## src/rtl/stark_pkg.sv

```systemverilog
// Shared types and constants for the Stark branch resolution unit.
package stark_pkg;

    localparam int unsigned ROB_W    = 5;
    localparam int unsigned CP_W     = 3;
    localparam int unsigned PREG_W   = 7;
    localparam int unsigned INSN_LEN = 4;

    typedef logic [ROB_W-1:0]  rob_ndx_t;
    typedef logic [CP_W-1:0]   checkpt_ndx_t;
    typedef logic [PREG_W-1:0] pregno_t;

    typedef enum logic [2:0] {
        COND_EQ     = 3'd0,
        COND_NE     = 3'd1,
        COND_LT     = 3'd2,
        COND_GE     = 3'd3,
        COND_LTU    = 3'd4,
        COND_GEU    = 3'd5,
        COND_ALWAYS = 3'd6,
        COND_NEVER  = 3'd7
    } br_cond_t;

    typedef enum logic [2:0] {
        BTS_NONE = 3'd0,
        BTS_BCC  = 3'd1,
        BTS_JMP  = 3'd2,
        BTS_JSR  = 3'd3,
        BTS_RET  = 3'd4
    } bts_t;

    typedef enum logic [1:0] {
        ST_IDLE    = 2'd0,
        ST_EVAL    = 2'd1,
        ST_RESTART = 2'd2
    } br_state_t;

endpackage

```

## src/rtl/stark_branch_cmp.sv

```systemverilog
// Combinational branch condition evaluator over full-width operands.
module stark_branch_cmp
    import stark_pkg::*;
#(
    parameter int unsigned VWID = 64
) (
    input  logic [VWID-1:0] a,
    input  logic [VWID-1:0] b,
    input  logic [2:0]      cond,
    output logic            hit_c
);

    always_comb begin
        hit_c = 1'b0;
        case (br_cond_t'(cond))
            COND_EQ:     hit_c = (a == b);
            COND_NE:     hit_c = (a != b);
            COND_LT:     hit_c = ($signed(a) <  $signed(b));
            COND_GE:     hit_c = ($signed(a) >= $signed(b));
            COND_LTU:    hit_c = (a <  b);
            COND_GEU:    hit_c = (a >= b);
            COND_ALWAYS: hit_c = 1'b1;
            default:     hit_c = 1'b0;
        endcase
    end

endmodule

```

## src/rtl/stark_branch_resolve.sv

```systemverilog
// Two-stage branch resolver: E1 evaluates condition and target, E2 checks the
// prediction, completes to the ROB and raises a held restart request on mispredict.
module stark_branch_resolve
    import stark_pkg::*;
#(
    parameter int unsigned AWID     = 32,
    parameter int unsigned VWID     = 64,
    parameter int unsigned INSN_LEN = stark_pkg::INSN_LEN
) (
    input  logic               clk,
    input  logic               rst,
    input  logic               valid_i,
    input  rob_ndx_t           id_i,
    input  checkpt_ndx_t       cp_i,
    input  logic [AWID-1:0]    pc_i,
    input  logic [VWID-1:0]    argA_i,
    input  logic [VWID-1:0]    argB_i,
    input  logic [AWID-1:0]    argI_i,
    input  pregno_t            pRt_i,
    input  logic [2:0]         cond_i,
    input  bts_t               bts_i,
    input  logic               bt_i,
    input  logic [AWID-1:0]    ptgt_i,
    input  logic               cjb_i,
    input  logic               bl_i,
    output logic               rdy_o,
    output logic               done_o,
    output rob_ndx_t           done_id_o,
    output logic               taken_o,
    output logic               lnk_we_o,
    output pregno_t            lnk_prn_o,
    output logic [VWID-1:0]    lnk_val_o,
    output logic               rst_req_o,
    output logic [AWID-1:0]    rst_pc_o,
    output checkpt_ndx_t       rst_cp_o,
    output rob_ndx_t           rst_id_o,
    input  logic               rst_ack_i,
    input  logic               flush_i
);

    br_state_t       state;
    logic            cond_hit_c;
    logic            accept_c;
    logic            mis_c;
    logic [AWID-1:0] tgt_c;
    logic [AWID-1:0] ft_c;

    logic            e1_valid;
    logic            e1_nop;
    logic            e1_taken;
    logic            e1_bt;
    logic            e1_link;
    logic [AWID-1:0] e1_tgt;
    logic [AWID-1:0] e1_ft;
    logic [AWID-1:0] e1_ptgt;
    rob_ndx_t        e1_id;
    checkpt_ndx_t    e1_cp;
    pregno_t         e1_prn;

    stark_branch_cmp #(.VWID(VWID)) u_cmp (
        .a     (argA_i),
        .b     (argB_i),
        .cond  (cond_i),
        .hit_c (cond_hit_c)
    );

    assign rdy_o    = !rst && (state != ST_RESTART) && !flush_i;
    assign accept_c = valid_i && rdy_o;
    assign tgt_c    = (cjb_i ? argA_i[AWID-1:0] : pc_i) + argI_i;
    assign ft_c     = pc_i + AWID'(INSN_LEN);

    // E2 prediction check on the op currently held in E1
    assign mis_c = e1_valid && !e1_nop &&
                   ((e1_taken != e1_bt) || (e1_taken && (e1_tgt != e1_ptgt)));

    always_ff @(posedge clk) begin
        if (rst) begin
            state     <= ST_IDLE;
            e1_valid  <= 1'b0;
            e1_nop    <= 1'b0;
            e1_taken  <= 1'b0;
            e1_bt     <= 1'b0;
            e1_link   <= 1'b0;
            e1_tgt    <= '0;
            e1_ft     <= '0;
            e1_ptgt   <= '0;
            e1_id     <= '0;
            e1_cp     <= '0;
            e1_prn    <= '0;
            done_o    <= 1'b0;
            done_id_o <= '0;
            taken_o   <= 1'b0;
            lnk_we_o  <= 1'b0;
            lnk_prn_o <= '0;
            lnk_val_o <= '0;
            rst_req_o <= 1'b0;
            rst_pc_o  <= '0;
            rst_cp_o  <= '0;
            rst_id_o  <= '0;
        end else if (flush_i) begin
            state     <= ST_IDLE;
            e1_valid  <= 1'b0;
            done_o    <= 1'b0;
            lnk_we_o  <= 1'b0;
            rst_req_o <= 1'b0;
        end else begin
            // a younger op arriving alongside a mispredict is dropped here
            e1_valid <= accept_c && !mis_c;
            if (accept_c) begin
                e1_nop   <= (bts_i == BTS_NONE);
                e1_taken <= (bts_i != BTS_NONE) && cond_hit_c;
                e1_bt    <= bt_i;
                e1_link  <= (bts_i != BTS_NONE) && bl_i && (pRt_i != '0);
                e1_tgt   <= tgt_c;
                e1_ft    <= ft_c;
                e1_ptgt  <= ptgt_i;
                e1_id    <= id_i;
                e1_cp    <= cp_i;
                e1_prn   <= pRt_i;
            end

            done_o   <= e1_valid;
            lnk_we_o <= e1_valid && e1_link;
            if (e1_valid) begin
                done_id_o <= e1_id;
                taken_o   <= e1_taken;
            end
            if (e1_valid && e1_link) begin
                lnk_prn_o <= e1_prn;
                lnk_val_o <= VWID'(e1_ft);
            end

            if (mis_c) begin
                rst_req_o <= 1'b1;
                rst_pc_o  <= e1_taken ? e1_tgt : e1_ft;
                rst_cp_o  <= e1_cp;
                rst_id_o  <= e1_id;
            end else if ((state == ST_RESTART) && rst_ack_i) begin
                rst_req_o <= 1'b0;
            end

            if (mis_c) begin
                state <= ST_RESTART;
            end else begin
                case (state)
                    ST_IDLE:    if (accept_c) state <= ST_EVAL;
                    ST_EVAL:    if (!accept_c && !e1_valid) state <= ST_IDLE;
                    ST_RESTART: if (rst_ack_i) state <= ST_IDLE;
                    default:    state <= ST_IDLE;
                endcase
            end
        end
    end

endmodule

```

## config.mk

```make
export PLATFORM = sky130hd
export DESIGN_NAME = stark_branch_resolve
export DESIGN_NICKNAME = d
export VERILOG_FILES = /design/src/rtl/stark_pkg.sv /design/src/rtl/stark_branch_cmp.sv /design/src/rtl/stark_branch_resolve.sv
export SDC_FILE = /design/constraint.sdc
export NUM_CORES = 1
export LEC_CHECK = 0
export BUFFER_PORTS_ARGS = -buffer_cell sky130_fd_sc_hd__buf_2
export CAP_MARGIN = 20
export CORE_AREA = 4 4 158 160
export DETAILED_ROUTE_END_ITERATION = 16
export DIE_AREA = 0 0 162 164
export GPL_ROUTABILITY_DRIVEN = 0
export GPL_TIMING_DRIVEN = 0
export PLACE_DENSITY = 0.89
export SETUP_SLACK_MARGIN = 0.05
export SLEW_MARGIN = 30
export SYNTH_ARGS = -nofsm -noshare
export SYNTH_HDL_FRONTEND = slang
export SYNTH_SLANG_ARGS = --single-unit
```

## constraint.sdc

```tcl
create_clock -name clk -period 4 [get_ports clk]
set_input_delay 0.2 -clock clk [delete_from_list [all_inputs] [get_ports clk]]
set_output_delay 0.2 -clock clk [all_outputs]
set_load 0.02 [all_outputs]
```

; ---- Word-level counts from Yosys, hierarchy flattened
; Cells that the tools add are included.
; Widths: inputs -> output; s select.
[totals]
register_bits = 206
latch_bits = 0
mem_bits_rw = 0
mem_bits_ro = 0
input_bits = 253
memories = 0
[op_classes]
n_addsub = 2
multipliers = 0
div_mod_pow = 0
order_cmp = 4
n_eq_ne = 19
n_shift = 0
muxes = 10
bitwise_logic = 1
n_reduce_logical = 34
[ops]
columns = operator, count
row1 = $ge 64x64->1, 2
row2 = $lt 64x64->1, 2
row3 = $eq 64x64->1, 1
row4 = $mux 32, 2
row5 = $ne 64x64->1, 1
row6 = $add 32x3->32 const B, 1
row7 = $add 32x32->32, 1
row8 = $ne 32x32->1, 1
row9 = $logic_and 1x1->1, 13
row10 = $eq 3x3->1 const B, 3
row11 = $ne 3x3->1 const B, 3
row12 = $mux 2, 4
row13 = $ne 2x2->1 const B, 4
row14 = $reduce_and 2->1, 4
row15 = $pmux 1 s7, 1
row16 = $reduce_bool 7->1, 1
row17 = $eq 3x2->1 const B, 2
row18 = $logic_not 1->1, 6
row19 = $logic_not 3->1, 2
row20 = $pmux 2 s3, 1
row21 = $reduce_and 3->1, 2
row22 = $eq 3x1->1 const B, 1
row23 = $reduce_bool 3->1, 1
row24 = $reduce_or 3->1, 1
row25 = 9 further kinds, 10

; ---- Logic depth before layout (Yosys ltp)
[depth]
word_depth = 9
mapped_depth = 14

; ---- Modules after synthesis
; Synthesis repeated with hierarchy kept, for this count alone.
[unflattened]
cells_unflattened = 1530
area_unflattened_um2 = 12341.8
[modules_own_cells]
columns = module, instances, cells_each, area_per_inst_um2, seq_area_each_um2
row1 = stark_branch_resolve, 1, 1291, 10608.9, 4124.0
row2 = stark_branch_cmp, 1, 239, 1732.9, 0.0

; ---- Least setup slack after synthesis
; Ideal clock, no wire load.
[synth_path]
path_type = input to register
start = in cjb_i
end = reg e1_tgt[29]
setup_ps = 133
arrival_time_ps = 3058
t_required_ps = 3867
path_slack_ps = 809
stages = 13
cell_sequence = clkbuf_1 buf_1 mux2_2 ha_1 a21oi_1 o21ai_1 o41ai_2 o211ai_2 a41oi_1 o21ai_1 a21boi_1 mux2i_1 o211ai_1
[synth_via]
elab_chain_len = 2
[synth_lines]
columns = item, line
row1 = "start, declared", stark_branch_resolve.sv:24  ; input logic cjb_i,
row2 = $mux 32, stark_branch_resolve.sv:69  ; assign tgt_c = (cjb_i ? argA_i[AWID-1:0] : pc_i) + argI_i;
row3 = $add 32x32->32, stark_branch_resolve.sv:69
row4 = "end signal, assigned", stark_branch_resolve.sv:114  ; e1_tgt <= tgt_c;
row5 = "end, declared", stark_branch_resolve.sv:53  ; logic [AWID-1:0] e1_tgt;
; No other way between the ends.
; A chain may end at the register's enable or synchronous reset.

; ---- Worst setup path in the final report
; Ends and elaborated chain as after synthesis.

==> run_results.csv <==
group,metric,value,unit
logic_synthesis,syn_area,12200,sq um
sta,finalHoldViolCount,0,
power_and_ir_drop,power_density,327,nW/um^2
route,route.detailed.drc,0,
logic_synthesis,synthesis.area_per_instance,8.05,sq um
global_routing,grt_pass1_vias,12843,
route,vias,13000,
setup_path,ff2ff_setup_slack,1210,ps
sta,setup_viol,0,
cts,h-tree-depth,1,
route,vias_per_cell,5.68,
logic_synthesis,synth_cell_type_count,70,
floorplanning,coreArea,23400,sq um
floorplanning,die_x,162,microns
route,postRouteAntennaNets,0,
cts,clock_latency,500,ps
sta,worst_pin_slew,896,ps
floorplanning,die_h,164,microns
route,routed_wl,44900,microns
power_and_ir_drop,switchingPower,0.00147,W
cts,clock-sinks,206,
global_routing,grt_pass1_wl,67800,microns
cts,cts-buffers-inserted,20,
sta,setup_tns,0,ps
cts,clockRootBuffer,"clkbuf_16",
setup_path,worstSetupEndpointType,"register",
global_routing,grt_max_degree,14,
setup_path,crit_required,4360,ps
logic_synthesis,syn-instance-count,1512,
flow_run,cap_violations,0,
power_and_ir_drop,peakVddDrop,233,uV
sta,fin_skew,6.16,ps
placement,io_buffers,339,
hold_path,hp-class,"in -> reg",
sta,final.period_utilization,0.900,
logic_synthesis,yosysWarnings,0,
setup_path,critPathLaunchType,"input pin",
sta,grt_setup_unrepaired,"false",
hold_path,hold_end,"e1_ft[1]$_SDFFE_PP0P_",
floorplanning,rows,56,
sta,slew_headroom,0.402,
setup_path,cp.arrival,3960,ps
power_and_ir_drop,clock_power_share,0.351,
setup_path,startpoint,"cjb_i",
logic_synthesis,synth-seq-cells,206,
setup_path,crit_type,"in -> reg",
global_routing,grt_overflow,0,
cts,cts_hold_buffers,50,
setup_path,r2r-start,"e1_tgt[29]$_SDFFE_PP0P_",
setup_path,critical_path.max_fanout,10,
layout,final_util,0.662,
layout,drive_gt1_frac,0.230,
power_and_ir_drop,switching_share,0.290,
placement,post-dp-hpwl,35300,microns
power_and_ir_drop,leakage,7.00,nW
global_routing,antenna_found_initial,8,
cts,cts_buffer_depth,3,
cts,cts_tree,"done",
sta,drv_slew,0,
logic_synthesis,synthArstFlopShare,0,
layout,area_delta_synth_final,27.3,%
global_routing,grt_use_total,0.320,
layout,filler_cell_count,1833,
route,avgRoutedWirePerCell,19.6,microns
cts,path_clk_slew,60,ps
floorplanning,die-area,26600,sq um
layout,final_area,15500,sq um
sta,fin_crit,3600,ps
power_and_ir_drop,comb_power_share,0.221,
cts,post_cts_buffers,0,
outcome,status,"completed",
hold_path,holdPathStages,3,
route,drtIter0Drc,1600,
setup_path,r2r_cells,10,
route,dr.pass1.iters,6,
sta,timing.fmax,0.278,GHz
cts,post_cts_resize_count,0,
hold_path,min_from,"pc_i[1]",
floorplanning,io_pins,374,
power_and_ir_drop,power_frac_seq,0.428,
floorplanning,initial_core_util,0.520,
logic_synthesis,synth_flop_cell,"dfxtp_1",
logic_synthesis,ys_seq_area_frac,0.339,
placement,placed_area,14400,sq um
layout,fin_nets,2304,
setup_path,timing.rr.end,"rst_pc_o[25]$_SDFFE_PP0P_",
logic_synthesis,synth_edf_count,0,
power_and_ir_drop,cellInternalPower,0.00360,W
==> critical path, cell delays in order <==
cell      delay (ps)
clkbuf_1         470
buf_1            480
mux2_2           390
ha_1             340
a21oi_1          240
o21ai_1          140
o41ai_2          350
o211ai_2         230
a41oi_1          360
o21ai_1          170
a21boi_1         240
mux2i_1          220
o211ai_1         110
==> power groups by stage <==
stage | Sequential (W) | Combinational (W) | Clock, W
finish | 0.00217 | 0.00112 | 0.00178
global route | 0.00217 | 0.00122 | 0.00185
CTS | 0.00217 | 0.00109 | 0.00177
detailed placement | 0.00221 | 0.00104 | 0
global placement | 0.00221 | 0.00101 | 0
floorplan | 0.00220 | 0.000676 | 0
==> registers in the layout (all words and copies together), names as in the netlist, 2 cells and up <==
| register | count |
|---|---|
| done_id_o | 5 |
| state | 2 |
| e1_ptgt | 32 |
| e1_tgt | 32 |
| e1_prn | 7 |
| e1_cp | 3 |
| e1_ft | 32 |
| lnk_prn_o | 7 |
| rst_cp_o | 3 |
| e1_id | 5 |
| lnk_val_o | 32 |
| rst_pc_o | 32 |
| rst_id_o | 5 |
==> layout by cell type, fill, tap and decap left out, types with 5 or more instances in the layout <==
cell / count
nor2b_1: 9
clkbuf_16: 21
mux2_2: 28
inv_1: 83
a211oi_1: 64
ha_1: 96
o21ai_0: 27
xnor2_1: 36
nand3b_1: 6
nor4_1: 8
nor3_1: 12
buf_2: 345
clkbuf_1: 72
nand4_1: 24
or3_1: 9
o21ai_1: 6
dfxtp_1: 206
nand2_1: 265
o211ai_1: 6
diode_2: 8
dlygate4sd3_1: 50
a21o_1: 23
o21a_1: 5
nand3_1: 21
mux2i_1: 52
conb_1: 32
nor2_1: 120
buf_1: 5
a21oi_1: 161
xor2_1: 43
a311oi_1: 6
a31oi_1: 5
buf_4: 32
and3_1: 13
==> how the worst max path moves through the flow <==
stage                                    endpoint  slack, ps
after floorplan           e1_tgt[29]$_SDFFE_PP0P_        810
after global placement    e1_tgt[29]$_SDFFE_PP0P_         20
after detailed placement  e1_tgt[29]$_SDFFE_PP0P_         20
after CTS                 e1_tgt[29]$_SDFFE_PP0P_        510
after global routing      e1_tgt[27]$_SDFFE_PP0P_        150
final                     e1_tgt[29]$_SDFFE_PP0P_        400
==> metal layers <==
metal | GRT usage | wire length [microns] | vias to the layer above
met5 | 0 | 0 | -
met4 | 0.142 | 2210 | 0
met3 | 0.0527 | 4160 | 148
met2 | 0.584 | 22100 | 808
met1 | 0.368 | 16400 | 6006
li1 | - | - | 6038
==> cells by family after synthesis <==
group                    share of synthesized area
multiplexers                                0.0699
adder cells (fa/ha/maj)                      0.100
AND/OR/NAND/NOR                              0.192
AO/OA/AOI/OAI                                0.172
flip-flops                                   0.339
buffers and inverters                       0.0697
other                                     0.000308
XOR/XNOR                                    0.0569
==> cell type report <==
cell class,instances,area [sq um],share of cell area
timing repair buffer,389,2200,0.142
clock buffer,30,589,0.0380
inverter,83,312,0.0201
tap,319,399,0.0258
buffer,109,537,0.0346
antenna,8,20.0,0.00129
clock inverter,1,5.00,0.000323
sequential,206,4120,0.266
multi-input combinational,1145,7310,0.472
==> cell usage after synthesis, types with 3 or more instances <==
cell type | number | area [sq um]
a21oi_1 | 161 | 806
buf_4 | 32 | 240
a31oi_1 | 5 | 31.3
buf_2 | 6 | 30.0
nand2b_1 | 3 | 18.8
nor3_1 | 12 | 60.1
and4_1 | 4 | 35.0
a311oi_1 | 6 | 52.6
buf_1 | 5 | 18.8
nor2_1 | 120 | 450
a21o_1 | 23 | 173
nand2_1 | 265 | 995
inv_1 | 83 | 312
dfxtp_1 | 206 | 4120
mux2_2 | 28 | 315
nand4_1 | 24 | 150
o21ai_0 | 27 | 135
clkbuf_1 | 66 | 248
ha_1 | 96 | 1200
o21ai_1 | 6 | 30.0
nor3b_1 | 4 | 30.0
a211oi_1 | 64 | 480
o21bai_1 | 4 | 30.0
o21a_1 | 5 | 37.5
or3_1 | 9 | 56.3
a21boi_0 | 4 | 30.0
a221oi_1 | 3 | 26.3
xor2_1 | 43 | 377
and2_1 | 4 | 25.0
nand3_1 | 21 | 105
xnor2_1 | 36 | 315
nand3b_1 | 6 | 45.0
mux2i_1 | 52 | 521
and3_1 | 13 | 81.3
o211ai_1 | 6 | 45.0
nor4_1 | 8 | 50.1
nor2b_1 | 9 | 56.3
==> metrics by stage <==
step | power [W] | cells | setup slack, ps | hold slack [ps]
2_1_floorplan | 0.00287 | 1543 | 809 | 296
3_3_place_gp | 0.00321 | 2201 | 23.0 | 397
3_5_place_dp | 0.00326 | 2201 | 17.4 | 413
4_1_cts | 0.00502 | 2282 | 507 | 3.78
5_1_grt | 0.00524 | 2290 | 155 | 26.7
6_report | 0.00507 | 2290 | 401 | 3.82
(Power assumes the default switching activity.)
